<file path="config.mk">
export PLATFORM = sky130hd
export DESIGN_NAME = keypad_matrix_scanner
export DESIGN_NICKNAME = d
export VERILOG_FILES = /design/src/rtl/keypad_matrix_scanner.sv
export SDC_FILE = /design/constraint.sdc
export NUM_CORES = 1
export LEC_CHECK = 0
export ABC_AREA = 1
export CORE_UTILIZATION = 45
export CTS_BUF_LIST = sky130_fd_sc_hd__clkbuf_4 sky130_fd_sc_hd__clkbuf_8 sky130_fd_sc_hd__clkbuf_16
export CTS_CLUSTER_DIAMETER = 150
export DETAILED_ROUTE_END_ITERATION = 12
export GPL_ROUTABILITY_DRIVEN = 1
export SLEW_MARGIN = 25
export SYNTH_ARGS = -nofsm -noshare
export SYNTH_HDL_FRONTEND = slang
export SYNTH_SLANG_ARGS = --single-unit
</file>
<file path="constraint.sdc">
create_clock -name clk -period 2 [get_ports clk]
set_clock_uncertainty 0.05 [all_clocks]
set_input_delay 0.2 -clock clk [delete_from_list [all_inputs] [get_ports clk]]
set_output_delay 0.2 -clock clk [all_outputs]
set_load 0.005 [all_outputs]
</file>
<file path="src/rtl/keypad_matrix_scanner.sv">
`default_nettype none
// ============================================================================
// Module      : keypad_matrix_scanner
// Description : Column-scanning front end for an N_ROWS x N_COLS button
//               matrix. Drives one column low at a time, samples the
//               active-low rows through a 2-flop synchroniser, debounces
//               every key independently and reports per-key state plus
//               one-cycle press/release pulses.
// Revision    : 1.0 - initial release
// ----------------------------------------------------------------------------
// Ports
//   clk            in   1               system clock
//   rst_n          in   1               asynchronous active-low reset
//   i_rows         in   N_ROWS          raw rows, active-low, async to clk
//   o_cols         out  N_COLS          column drive, active-low one-hot
//   o_key_state    out  N_ROWS*N_COLS   debounced state, 1 = pressed,
//                                       bit k = row*N_COLS + col
//   o_key_down     out  N_ROWS*N_COLS   one-cycle pulse on press
//   o_key_up       out  N_ROWS*N_COLS   one-cycle pulse on release
//   o_key_valid    out  1               pulse when any o_key_down bit is set
//   o_key_code     out  4               index of most recent press (held)
//   o_any_pressed  out  1               OR of o_key_state
// ============================================================================
module keypad_matrix_scanner #(
  parameter int N_COLS         = 3,
  parameter int N_ROWS         = 4,
  parameter int SETTLE_CYCLES  = 5000,
  parameter int DEBOUNCE_SCANS = 4
) (
  input  logic                       clk,
  input  logic                       rst_n,
  input  logic [N_ROWS-1:0]          i_rows,
  output logic [N_COLS-1:0]          o_cols,
  output logic [N_ROWS*N_COLS-1:0]   o_key_state,
  output logic [N_ROWS*N_COLS-1:0]   o_key_down,
  output logic [N_ROWS*N_COLS-1:0]   o_key_up,
  output logic                       o_key_valid,
  output logic [3:0]                 o_key_code,
  output logic                       o_any_pressed
);

  localparam int c_N_KEYS   = N_ROWS * N_COLS;
  localparam int c_COL_W    = (N_COLS > 1) ? $clog2(N_COLS) : 1;
  // SETTLE_CYCLES >= 3, so this is at least 2 bits and holds SETTLE_CYCLES-1.
  localparam int c_SETTLE_W = $clog2(SETTLE_CYCLES);

  localparam logic [c_SETTLE_W-1:0] c_SETTLE_LAST = c_SETTLE_W'(SETTLE_CYCLES - 1);
  localparam logic [c_COL_W-1:0]    c_COL_LAST    = c_COL_W'(N_COLS - 1);
  localparam logic [3:0]            c_DEB_LAST    = 4'(DEBOUNCE_SCANS - 1);
  localparam logic [N_COLS-1:0]     c_COLS_RST    = ~N_COLS'(1);

  // Scan FSM encoding
  localparam logic [1:0] c_ST_DRIVE   = 2'd0;
  localparam logic [1:0] c_ST_SAMPLE  = 2'd1;
  localparam logic [1:0] c_ST_ADVANCE = 2'd2;

  // --------------------------------------------------------------------------
  // Row synchroniser. Flops idle high so a reset never looks like a press.
  // --------------------------------------------------------------------------
  logic [N_ROWS-1:0] r_rows_meta;
  logic [N_ROWS-1:0] r_rows_sync;
  logic [N_ROWS-1:0] w_rows_pressed;

  always_ff @(posedge clk or negedge rst_n) begin
    if (!rst_n) begin
      r_rows_meta <= '1;
      r_rows_sync <= '1;
    end else begin
      r_rows_meta <= i_rows;
      r_rows_sync <= r_rows_meta;
    end
  end

  assign w_rows_pressed = ~r_rows_sync;

  // --------------------------------------------------------------------------
  // Scan FSM: state register / next-state / outputs
  // --------------------------------------------------------------------------
  logic [1:0]            r_fsm;
  logic [1:0]            w_fsm_nxt;
  logic [c_SETTLE_W-1:0] r_settle;
  logic                  w_sample_en;
  logic                  w_advance;
  logic                  w_settle_inc;

  always_ff @(posedge clk or negedge rst_n) begin
    if (!rst_n) begin
      r_fsm <= c_ST_DRIVE;
    end else begin
      r_fsm <= w_fsm_nxt;
    end
  end

  always_comb begin
    w_fsm_nxt = r_fsm;
    case (r_fsm)
      c_ST_DRIVE:   if (r_settle == c_SETTLE_LAST) w_fsm_nxt = c_ST_SAMPLE;
      c_ST_SAMPLE:  w_fsm_nxt = c_ST_ADVANCE;
      c_ST_ADVANCE: w_fsm_nxt = c_ST_DRIVE;
      default:      w_fsm_nxt = c_ST_DRIVE;
    endcase
  end

  always_comb begin
    w_sample_en  = (r_fsm == c_ST_SAMPLE);
    w_advance    = (r_fsm == c_ST_ADVANCE);
    w_settle_inc = (r_fsm == c_ST_DRIVE) && (r_settle != c_SETTLE_LAST);
  end

  // Settle counter: runs 0..SETTLE_CYCLES-1 in DRIVE, parks during SAMPLE,
  // clears in ADVANCE so the next column starts from zero.
  always_ff @(posedge clk or negedge rst_n) begin
    if (!rst_n) begin
      r_settle <= '0;
    end else if (w_advance) begin
      r_settle <= '0;
    end else if (w_settle_inc) begin
      r_settle <= r_settle + 1'b1;
    end
  end

  // --------------------------------------------------------------------------
  // Column index and registered one-hot-low drive. The drive is a register
  // rather than a decode of r_col so the pins never glitch on a column change.
  // --------------------------------------------------------------------------
  logic [c_COL_W-1:0] r_col;
  logic [c_COL_W-1:0] w_col_nxt;
  logic [N_COLS-1:0]  w_cols_nxt;
  logic [N_COLS-1:0]  r_cols;

  assign w_col_nxt = (r_col == c_COL_LAST) ? '0 : r_col + 1'b1;

  for (genvar gc = 0; gc < N_COLS; gc++) begin : g_col_drive
    assign w_cols_nxt[gc] = (w_col_nxt != c_COL_W'(gc));
  end

  always_ff @(posedge clk or negedge rst_n) begin
    if (!rst_n) begin
      r_col  <= '0;
      r_cols <= c_COLS_RST;
    end else if (w_advance) begin
      r_col  <= w_col_nxt;
      r_cols <= w_cols_nxt;
    end
  end

  assign o_cols = r_cols;

  // --------------------------------------------------------------------------
  // Per-key debouncers. Only keys in the column being sampled can change;
  // all others hold state and count. Pulses are registered at the edge that
  // ends SAMPLE and self-clear one cycle later, so they live in ADVANCE only.
  // --------------------------------------------------------------------------
  logic [c_N_KEYS-1:0] w_state_all;
  logic [c_N_KEYS-1:0] w_state_nxt_all;
  logic [c_N_KEYS-1:0] w_down_all;
  logic [c_N_KEYS-1:0] w_down_nxt_all;
  logic [c_N_KEYS-1:0] w_up_all;

  for (genvar gr = 0; gr < N_ROWS; gr++) begin : g_row
    for (genvar gc = 0; gc < N_COLS; gc++) begin : g_key
      localparam int c_K = gr * N_COLS + gc;

      logic [3:0] r_cnt;
      logic       r_state;
      logic       r_down;
      logic       r_up;
      logic [3:0] w_cnt_nxt;
      logic       w_state_nxt;
      logic       w_down_nxt;
      logic       w_up_nxt;
      logic       w_hit;
      logic       w_raw;

      assign w_hit = w_sample_en && (r_col == c_COL_W'(gc));
      assign w_raw = w_rows_pressed[gr];

      always_comb begin
        w_cnt_nxt   = r_cnt;
        w_state_nxt = r_state;
        w_down_nxt  = 1'b0;
        w_up_nxt    = 1'b0;
        if (w_hit) begin
          if (w_raw == r_state) begin
            // Any agreeing sample restarts the disagreement run.
            w_cnt_nxt = 4'd0;
          end else if (r_cnt == c_DEB_LAST) begin
            w_state_nxt = w_raw;
            w_cnt_nxt   = 4'd0;
            w_down_nxt  = w_raw;
            w_up_nxt    = ~w_raw;
          end else begin
            w_cnt_nxt = r_cnt + 4'd1;
          end
        end
      end

      always_ff @(posedge clk or negedge rst_n) begin
        if (!rst_n) begin
          r_cnt   <= 4'd0;
          r_state <= 1'b0;
          r_down  <= 1'b0;
          r_up    <= 1'b0;
        end else begin
          r_cnt   <= w_cnt_nxt;
          r_state <= w_state_nxt;
          r_down  <= w_down_nxt;
          r_up    <= w_up_nxt;
        end
      end

      assign w_state_all[c_K]     = r_state;
      assign w_state_nxt_all[c_K] = w_state_nxt;
      assign w_down_all[c_K]      = r_down;
      assign w_down_nxt_all[c_K]  = w_down_nxt;
      assign w_up_all[c_K]        = r_up;
    end
  end

  // --------------------------------------------------------------------------
  // Lowest-index press among simultaneous down events. Built as a chain from
  // the top index downwards so the lowest set bit has the final say.
  // --------------------------------------------------------------------------
  logic [3:0] w_code_chain [c_N_KEYS+1];

  assign w_code_chain[c_N_KEYS] = 4'd0;

  for (genvar gk = 0; gk < c_N_KEYS; gk++) begin : g_code
    assign w_code_chain[gk] = w_down_nxt_all[gk] ? 4'(gk) : w_code_chain[gk+1];
  end

  // --------------------------------------------------------------------------
  // Summary outputs, registered alongside the per-key state.
  // --------------------------------------------------------------------------
  logic       r_key_valid;
  logic [3:0] r_key_code;
  logic       r_any_pressed;

  always_ff @(posedge clk or negedge rst_n) begin
    if (!rst_n) begin
      r_key_valid   <= 1'b0;
      r_key_code    <= 4'd0;
      r_any_pressed <= 1'b0;
    end else begin
      r_key_valid   <= |w_down_nxt_all;
      r_any_pressed <= |w_state_nxt_all;
      if (|w_down_nxt_all) begin
        r_key_code <= w_code_chain[0];
      end
    end
  end

  assign o_key_state   = w_state_all;
  assign o_key_down    = w_down_all;
  assign o_key_up      = w_up_all;
  assign o_key_valid   = r_key_valid;
  assign o_key_code    = r_key_code;
  assign o_any_pressed = r_any_pressed;

endmodule
`default_nettype wire

</file>
# Word level (Yosys, flattened, before mapping)
# Cells that the tools add are included.
[word_totals]
ff_bits = 118
inputBits = 6
output_inout_bits = 45
[op_classes]
add_sub_neg = 14
n_eq_ne = 33
muxes = 149
n_bitwise = 5
reduce_logical = 10
[op_table]
columns = ["op", "n"]
rows = [
  ["$mux 4", 36],
  ["$mux 1", 108],
  ["$add 4x1->4 const B", 12],
  ["$eq 4x2->1 const B", 12],
  ["$mux 13", 2],
  ["$reduce_or 12->1", 2],
  ["$add 13x1->13 const B", 1],
  ["$eq 13x13->1 const B", 1],
  ["$ne 13x13->1 const B", 1],
  ["$eq 1x1->1", 12],
  ["$eq 2x1->1 const B", 2],
  ["$eq 2x2->1 const B", 2],
  ["$logic_and 1x1->1", 4],
  ["$logic_not 2->1", 2],
  ["$mux 2", 2],
  ["$ne 2x2->1 const B", 2],
  ["$not 1->1", 4],
  ["$not 4->4", 1],
  ["$pmux 2 s2", 1],
  ["$reduce_bool 2->1", 2],
  ["$add 2x1->2 const B", 1],
  ["$ne 2x1->1 const B", 1],
]

# Longest topological paths before layout
# Gate-level depths: netlist of run 1.
[depth]
word_depth = 16
mapped_depth = 15
depth_no_buf = 15

# Least setup slack after synthesis of run 1
# Ideal clock, no wire load.
[synth_timing]
kind = "register to register"
from = "register r_rows_sync[0]"
to = "register r_key_code[0], in the netlist o_key_code[0]"
arrival_ps = 1548
t_required_ps = 1885
path_slack_ps = 337
path_stages_with_launch = 12
n_path_buf = 1
synth_period_minus_slack_ps = 1663
path_cell_list = "dfstp_2 > buf_2 > inv_1 > nand2_1 > nand2_1 > nand3_1 > nand2_1 > nor2_1 > nand2_1 > nor3_2 > nand2_1 > nand2_1"
[synth_between]
elab_chain_len = 7
elab_cells_between_ends = 17
[synth_rtl]
columns = ["item", "line", "rtl"]
rows = [
  ["from (decl)", "61", "logic [N_ROWS-1:0] r_rows_sync;"],
  ["from (signal assigned)", "70", "r_rows_sync <= r_rows_meta;"],
  ["$not 4->4 *", "74", "assign w_rows_pressed = ~r_rows_sync;"],
  ["$mux 1 / $eq 1x1->1 (equally long branches)", "187, 184", ""],
  ["$mux 1", "184", "if (w_raw == r_state) begin"],
  ["$mux 1", "183", "if (w_hit) begin"],
  ["$mux 4 (3 in a row)", "229", "assign w_code_chain[gk] = w_down_nxt_all[gk] ? 4'(gk) : w_code_chain[gk+1];"],
  ["to (signal assigned)", "248", "r_key_code <= w_code_chain[0];"],
  ["to (decl)", "236", "logic [3:0] r_key_code;"],
]
# Mark *: on every way between the ends. The rest lies on a longest branch, timed or not.
# A chain may end at the register's enable or synchronous reset.

# Worst setup path in the final report of run 1
[layout_timing]
from = "register g_row[3].g_key[1].r_cnt[0]"
to = "register r_key_code[1], in the netlist o_key_code[1]"
[layout_between]
elab_chain_len = 15
elab_cells_between_ends = 16
[layout_rtl]
columns = ["item", "line", "rtl"]
rows = [
  ["from (decl)", "164", "logic [3:0] r_cnt;"],
  ["from (signal assigned)", "205", "r_cnt <= w_cnt_nxt;"],
  ["$eq 4x2->1 *", "187", "end else if (r_cnt == c_DEB_LAST) begin"],
  ["$mux 1 *", "187", ""],
  ["$mux 1 *", "184", ""],
  ["$mux 1 *", "183", ""],
  ["net g_row[3].g_key[1].w_down_nxt", "170", "logic w_down_nxt;"],
  ["$mux 4 (11 in a row)", "229", ""],
]
# Mark *: on every way through the listed nets, which the timed path passes. The rest lies on a longest branch.

==> impl_metrics.json, run 1 <==
{
  "synth_ff_type": "dfrtp_1",
  "synth_nets": 662,
  "slew_headroom": 0.686,
  "synth_mux_area_frac": 0,
  "endpoint_kind": "register",
  "dr.pass1.iters": 4,
  "io_pins": 51,
  "worst_path_largest_cell_delay_ns": 0.39,
  "leakagePower_uw": 0.00325,
  "numPlacedInstances": 828,
  "via_per_inst": 4.91,
  "max_freq_ghz": 0.548,
  "crit_family": "simple AND/OR/NAND/NOR gates",
  "yosys.area.top_type": "dfrtp_1",
  "fin_crit_sh": 0.912,
  "synth_top_area_share": 0.474,
  "die_y_um": 115,
  "synth-compound-area-share": 0.0798,
  "syn_inst": 643,
  "arrival_ns": 2.13,
  "ys_async_sr_fraction": 1.00,
  "hold_viol": 0,
  "synth-simple-area-share": 0.213,
  "synth_top_family_by_area": "simple AND/OR/NAND/NOR gates",
  "hpwlAfterDp_um": 8620,
  "post_dp_cell_area_um2": 6220,
  "layout.nets": 703,
  "clkTransAtPathRegs_ns": 0.05,
  "fin_crit_ns": 1.82,
  "crit_type": "reg2reg",
  "synth_edf_count": 0,
  "cts_made_buffers": 17,
  "num_antenna_cells": 0,
  "cp_slowest_cell": "dfrtp_1",
  "crit_chain": "ha_1 > inv_1 > nor3_1 > nand2_4 > nor3_4 > or2_4 > inv_1 > o21bai_1 > nand2_1 > nand2_1 > nand2_1 > nand2_1",
  "whs_ns": 0.104,
  "drc": 0,
  "grt_first_pass_wirelength_um": 20300,
  "top_usage_layer": "met2",
  "cts_max_path_buffers": 2,
  "grt_use_met3": 0.0667,
  "core_area_um2": 12200,
  "slew_violations": 0,
  "port-buffer-count": 50,
  "start_util": 0.469,
  "yosysWarnings": 0,
  "ys_seq_area_frac": 0.520,
  "die_x_um": 115,
  "synth-xor-area-share": 0.0445,
  "clkLatencyLatePin_ns": 0.42,
  "grt.met2_usage": 0.322,
  "max-vdd-ir-drop_mv": 0.539,
  "drtIter0Drc": 236,
  "status": "finished clean",
  "synthAdderAreaFrac": 0.0285,
  "track_usage": 0.204,
  "drive_gt1_frac": 0.121,
  "synth-seq-cells": 118,
  "design_area_um2": 6920,
  "grt_util_met1": 0.265,
  "rows": 40,
  "wl_per_cell_um": 13.9,
  "tns_ns": 0,
  "num_vias": 4245,
  "worstMarginPinSlew_ns": 0.466,
  "hold_path_class": "in2async",
  "cap_violations": 0,
  "crit_buf_inv": 2,
  "setup_viol": 0,
  "routabilityCongestion": 0.877,
  "cts.sinks": 118,
  "antenna_left": 0,
  "synth_area_leaders": "dfrtp_1 47%, nand2_1 8.0%, inv_1 5.7%",
  "power.density_nw_per_um2": 812,
  "grt_overflow": 0,
  "critPathMostFrequentCell": "nand2_1",
  "grt_max_degree": 64,
  "root_buffer": "clkbuf_16",
  "cts_htree_levels": 4,
  "first_global_vias": 4246,
  "antenna_found_initial": 0,
  "syn-cell-area_um2": 5700,
  "synth_cell_types": 44,
  "fin_cells": 865,
  "syn_to_final_growth_pct": 21.3,
  "totalPowerFinal_uw": 5620,
  "critPathLaunchType": "register",
  "finalWirelength_um": 12000,
  "cp.required_ns": 2.30,
  "synth.avg_cell_area_um2": 8.87,
  "die_area_um2": 13100,
  "cts_tree": "yes",
  "critPathMaxFanout": 5
}
[routing by layer]
layer | vias up | share of wire
met1 | 2025 | 0.45
li1 | 2120 | -
met4 | 0 | 0.0099
met3 | 9 | 0.046
met5 | - | 0
met2 | 91 | 0.49
[registers in the layout, summed over array words and instances (netlist names)]
name	flops
g_row.g_key.r_state	12
o_key_code	4
o_key_valid	1
o_cols	3
r_fsm	2
o_any_pressed	1
g_row.g_key.r_cnt	48
r_settle	13
g_row.g_key.r_up	12
r_rows_meta	4
r_col	2
r_rows_sync	4
g_row.g_key.r_down	12
[where the power goes]
group | leakage (uW) | total, uW | switching [uW] | internal (uW)
combinational | 0.00134 | 115 | 79.1 | 35.4
sequential | 0.00160 | 2420 | 9.00 | 2410
clock | 0.000310 | 3090 | 998 | 2090
[path summary, 6_finish.rpt]
check                                           start        endpoint  slack, ns  depth (start not counted)
setup / recovery           g_row[3].g_key[1].r_cnt[0]   o_key_code[1]       0.18                         12
hold / removal                                  rst_n     r_settle[4]       0.10                          2
setup reg to reg           g_row[3].g_key[1].r_cnt[0]   o_key_code[1]       0.18                         12
hold reg to reg                        r_rows_meta[1]  r_rows_sync[1]       0.30                          0
max in group asynchronous                       rst_n  r_rows_sync[1]       1.18                          3
min in group clk                            i_rows[3]  r_rows_meta[3]       0.15                          1
[synthesized netlist by cell type, types with 2 or more instances]
master and count:
xnor2_1 10, xor2_1 19, nand2_4 2, o21ai_0 45, ha_1 13, nand2_1 121
dfrtp_1 108, nor2_4 4, nor2_1 52, a31oi_1 4, a21oi_1 8, nand4_1 7
inv_1 86, o21a_1 2, nor3_1 14, o31ai_1 3, dfstp_2 10, nand3_1 49
nand2_2 2, buf_2 4, clkbuf_1 5, nor4_1 9, buf_4 36, o22ai_1 10
[through the flow]
step                      utilization  setup WS [ns]
after floorplan                     -          0.337
after global placement          0.511          0.113
after detailed placement        0.511         0.0915
after CTS                       0.562          0.101
after global routing            0.569       -0.00320
final                           0.569          0.176
[layout make-up]
| cell class | instances | area [um2] |
|---|---|---|
| fill | 1076 | 5240 |
| sequential | 118 | 2970 |
| multi-input combinational | 390 | 2110 |
| timing repair buffer | 69 | 684 |
| clock buffer | 29 | 547 |
| inverter | 88 | 337 |
| tap | 168 | 210 |
| clock inverter | 3 | 65.1 |
[repair_timing]
action | in CTS | in global routing
resized for setup | 0 | 13
setup endpoints to repair | 0 | 6
hold endpoints to repair | 108 | 0
hold buffers | 1 | 0
setup buffers | 0 | 4
[placed cells by master, fill, tap and decap left out, types with 7 or more instances in the layout]
cell type | Yosys | routed
clkbuf_16 | 0 | 17
o21ai_0 | 45 | 45
xor2_1 | 19 | 19
nand4_1 | 7 | 7
clkdlybuf4s50_1 | 0 | 49
buf_4 | 36 | 15
nor4_1 | 9 | 8
ha_1 | 13 | 12
nor3_1 | 14 | 14
nor2_1 | 52 | 47
a21oi_1 | 8 | 8
xnor2_1 | 10 | 10
nand3_1 | 49 | 49
inv_1 | 86 | 84
clkbuf_4 | 0 | 7
dfrtp_1 | 108 | 108
nand2_1 | 121 | 121
dfstp_2 | 10 | 10
o22ai_1 | 10 | 10
[cell families after synthesis]
group,after synthesis
XOR/XNOR,29
adder cells (fa/ha/maj),13
flip-flops,118
buffers and inverters,135
AND/OR/NAND/NOR,268
AO/OA/AOI/OAI,80
[worst register-to-register path: stages, from the launching register on]
cell,delay [ns]
dfrtp_1,0.39
ha_1,0.16
inv_1,0.05
nor3_1,0.29
nand2_4,0.13
nor3_4,0.15
or2_4,0.18
inv_1,0.04
o21bai_1,0.11
nand2_1,0.06
nand2_1,0.06
nand2_1,0.05
nand2_1,0.05
Power figures use the tool's default switching activity.
==> inputs of run 2 (changes only) <==
==> constraint.sdc (replaced) <==
create_clock -name clk -period 2 [get_ports clk]
set_clock_uncertainty 0.05 [all_clocks]
set_input_delay 0.2 -clock clk [delete_from_list [all_inputs] [get_ports clk]]
set_output_delay 0.2 -clock clk [all_outputs]
set_load 0.05 [all_outputs]
==> run 2 against run 1 <==
Effect of this change:
- register-to-register slack hardly changed
- sequential power hardly changed
- critical endpoint is now o_key_state[2]
- sequential share of layout area hardly changed
- power hardly changed
- largest cell class unchanged
- cell count stayed put
- design area hardly changed
==> impl_metrics.json, run 2 (same netlist as run 1, synthesis figures left out) <==
{
  "cts_tree": "yes",
  "die_area_um2": 13100,
  "critPathMaxFanout": 3,
  "numPlacedInstances": 828,
  "finalWirelength_um": 12000,
  "endpoint_kind": "output port",
  "antenna_found_initial": 0,
  "status": "finished clean",
  "seq_area_um2": 2970,
  "cp_slowest_cell": "clkdlybuf4s50_1",
  "crit_buf_inv": 1,
  "grt_overflow": 0,
  "layout.nets": 703,
  "arrival_ns": 1.71,
  "syn_to_final_growth_pct": 21.4,
  "drtIter0Drc": 205,
  "grt_max_degree": 64,
  "crit_family": "buffers and inverters",
  "track_usage": 0.204,
  "worst_path_largest_cell_delay_ns": 0.85,
  "fillCellCount": 1078,
  "ff2ff_path_depth": 12,
  "tns_ns": 0,
  "clkTransAtPathRegs_ns": 0.05,
  "slew_violations": 0,
  "drc": 0,
  "leakagePower_uw": 0.00332,
  "crit_chain": "clkdlybuf4s50_1",
  "multi_input_comb_area_um2": 2110,
  "rr_endpoint": "o_key_code[1]",
  "post_dp_cell_area_um2": 6220,
  "max-vdd-ir-drop_mv": 0.540,
  "cts_htree_levels": 4,
  "largest_register_ffs": 48,
  "cp.required_ns": 1.75,
  "totalPowerFinal_uw": 5620,
  "design_area_um2": 6930,
  "die_x_um": 115,
  "start_util": 0.469,
  "cts.sinks": 118,
  "routabilityCongestion": 0.877,
  "port-buffer-count": 50,
  "root_buffer": "clkbuf_16",
  "first_global_vias": 4246,
  "crit_type": "reg2out",
  "cap_violations": 0,
  "r2r_start": "g_row[3].g_key[1].r_cnt[0]",
  "reg.largest.list": "g_row.g_key.r_cnt (48), r_settle (13)",
  "drive_gt1_frac": 0.121,
  "hpwlAfterDp_um": 8620,
  "antenna_left": 0,
  "num_antenna_cells": 0,
  "layout_commonest_cell": "nand2_1",
  "rows": 40,
  "cts_made_buffers": 17,
  "utilization": 0.570,
  "dr.pass1.iters": 4,
  "wl_per_cell_um": 13.9,
  "power.density_nw_per_um2": 812,
  "num_vias": 4258,
  "worstMarginPinSlew_ns": 0.510,
  "max_freq_ghz": 0.511,
  "fin_crit_sh": 0.979,
  "die_y_um": 115,
  "grt_first_pass_wirelength_um": 20300,
  "io_pins": 51,
  "final_cell_mix": "121 x nand2_1, 108 x dfrtp_1, 84 x inv_1, 49 x nand3_1, 47 x nor2_1",
  "fin_crit_ns": 1.96,
  "rrSetupSlack_ns": 0.18,
  "slew_headroom": 0.659,
  "core_area_um2": 12200,
  "hold_path_class": "in2async",
  "fin_cells": 865,
  "cts_max_path_buffers": 2,
  "clkLatencyLatePin_ns": 0.42,
  "setup_viol": 0,
  "via_per_inst": 4.92,
  "top_register": "g_row.g_key.r_cnt",
  "critPathLaunchType": "register",
  "hold_viol": 0
}
-- run 2: how the worst max path moves through the flow --
stage,startpoint,end,slack [ns],cells past startpoint
6_report,g_row[0].g_key[2].r_state,o_key_state[2],0.04,1
5_1_grt,g_row[3].g_key[1].r_cnt[0],o_key_code[1],-0.003,12
4_1_cts,o_cols[2],o_cols[2],0.003,1
3_5_place_dp,r_fsm[1],o_any_pressed,0.09,8
3_3_place_gp,r_fsm[1],o_any_pressed,0.11,8
2_1_floorplan,r_rows_sync[0],o_key_code[0],0.33,11
-- run 2: metal layers --
metal | track usage | part of all wire | routed length, um
met1 | 0.265 | 0.45 | 5350
met3 | 0.0667 | 0.056 | 673
met5 | 0 | 0 | 0
met2 | 0.322 | 0.49 | 5840
met4 | 0.0684 | 0.012 | 142
-- run 2: worst reg2reg max path, stage by stage, from the launching register on --
cell and delay [ns]:
dfrtp_1 0.39, ha_1 0.16, inv_1 0.05, nor3_1 0.29
nand2_4 0.13, nor3_4 0.15, or2_4 0.18, inv_1 0.04
o21bai_1 0.11, nand2_1 0.06, nand2_1 0.06, nand2_1 0.05
nand2_1 0.05
-- run 2: cell type report --
class | instances | area share
flip-flops and latches | 118 | 0.428
multi-input cells | 390 | 0.305
repair buffers | 69 | 0.0997
clock buffers | 29 | 0.0789
inverters | 88 | 0.0486
well taps | 168 | 0.0303
clock inverters | 3 | 0.00939
-- run 2: metrics by stage --
step / hold slack, ns / worst slack, ns
6_report: 0.103 / 0.0429
3_5_place_dp: -0.0124 / 0.0915
3_3_place_gp: -0.0131 / 0.113
2_1_floorplan: -0.146 / 0.325
4_1_cts: 0.0995 / 0.00337
5_1_grt: 0.103 / -0.00317
-- run 2: repair_timing --
item / 4_1_cts / 5_1_grt
pin swaps: 0 / 2
gates resized for setup: 1 / 16
hold buffers: 1 / 0
endpoints found under the hold margin: 108 / 0
buffers inserted: 0 / 4
setup endpoints to repair: 1 / 9
-- run 2: power by group --
group,internal [uW],switching (uW)
registers,2410,8.93
clock network,2090,1000
logic,35.4,78.9
total,4530,1090
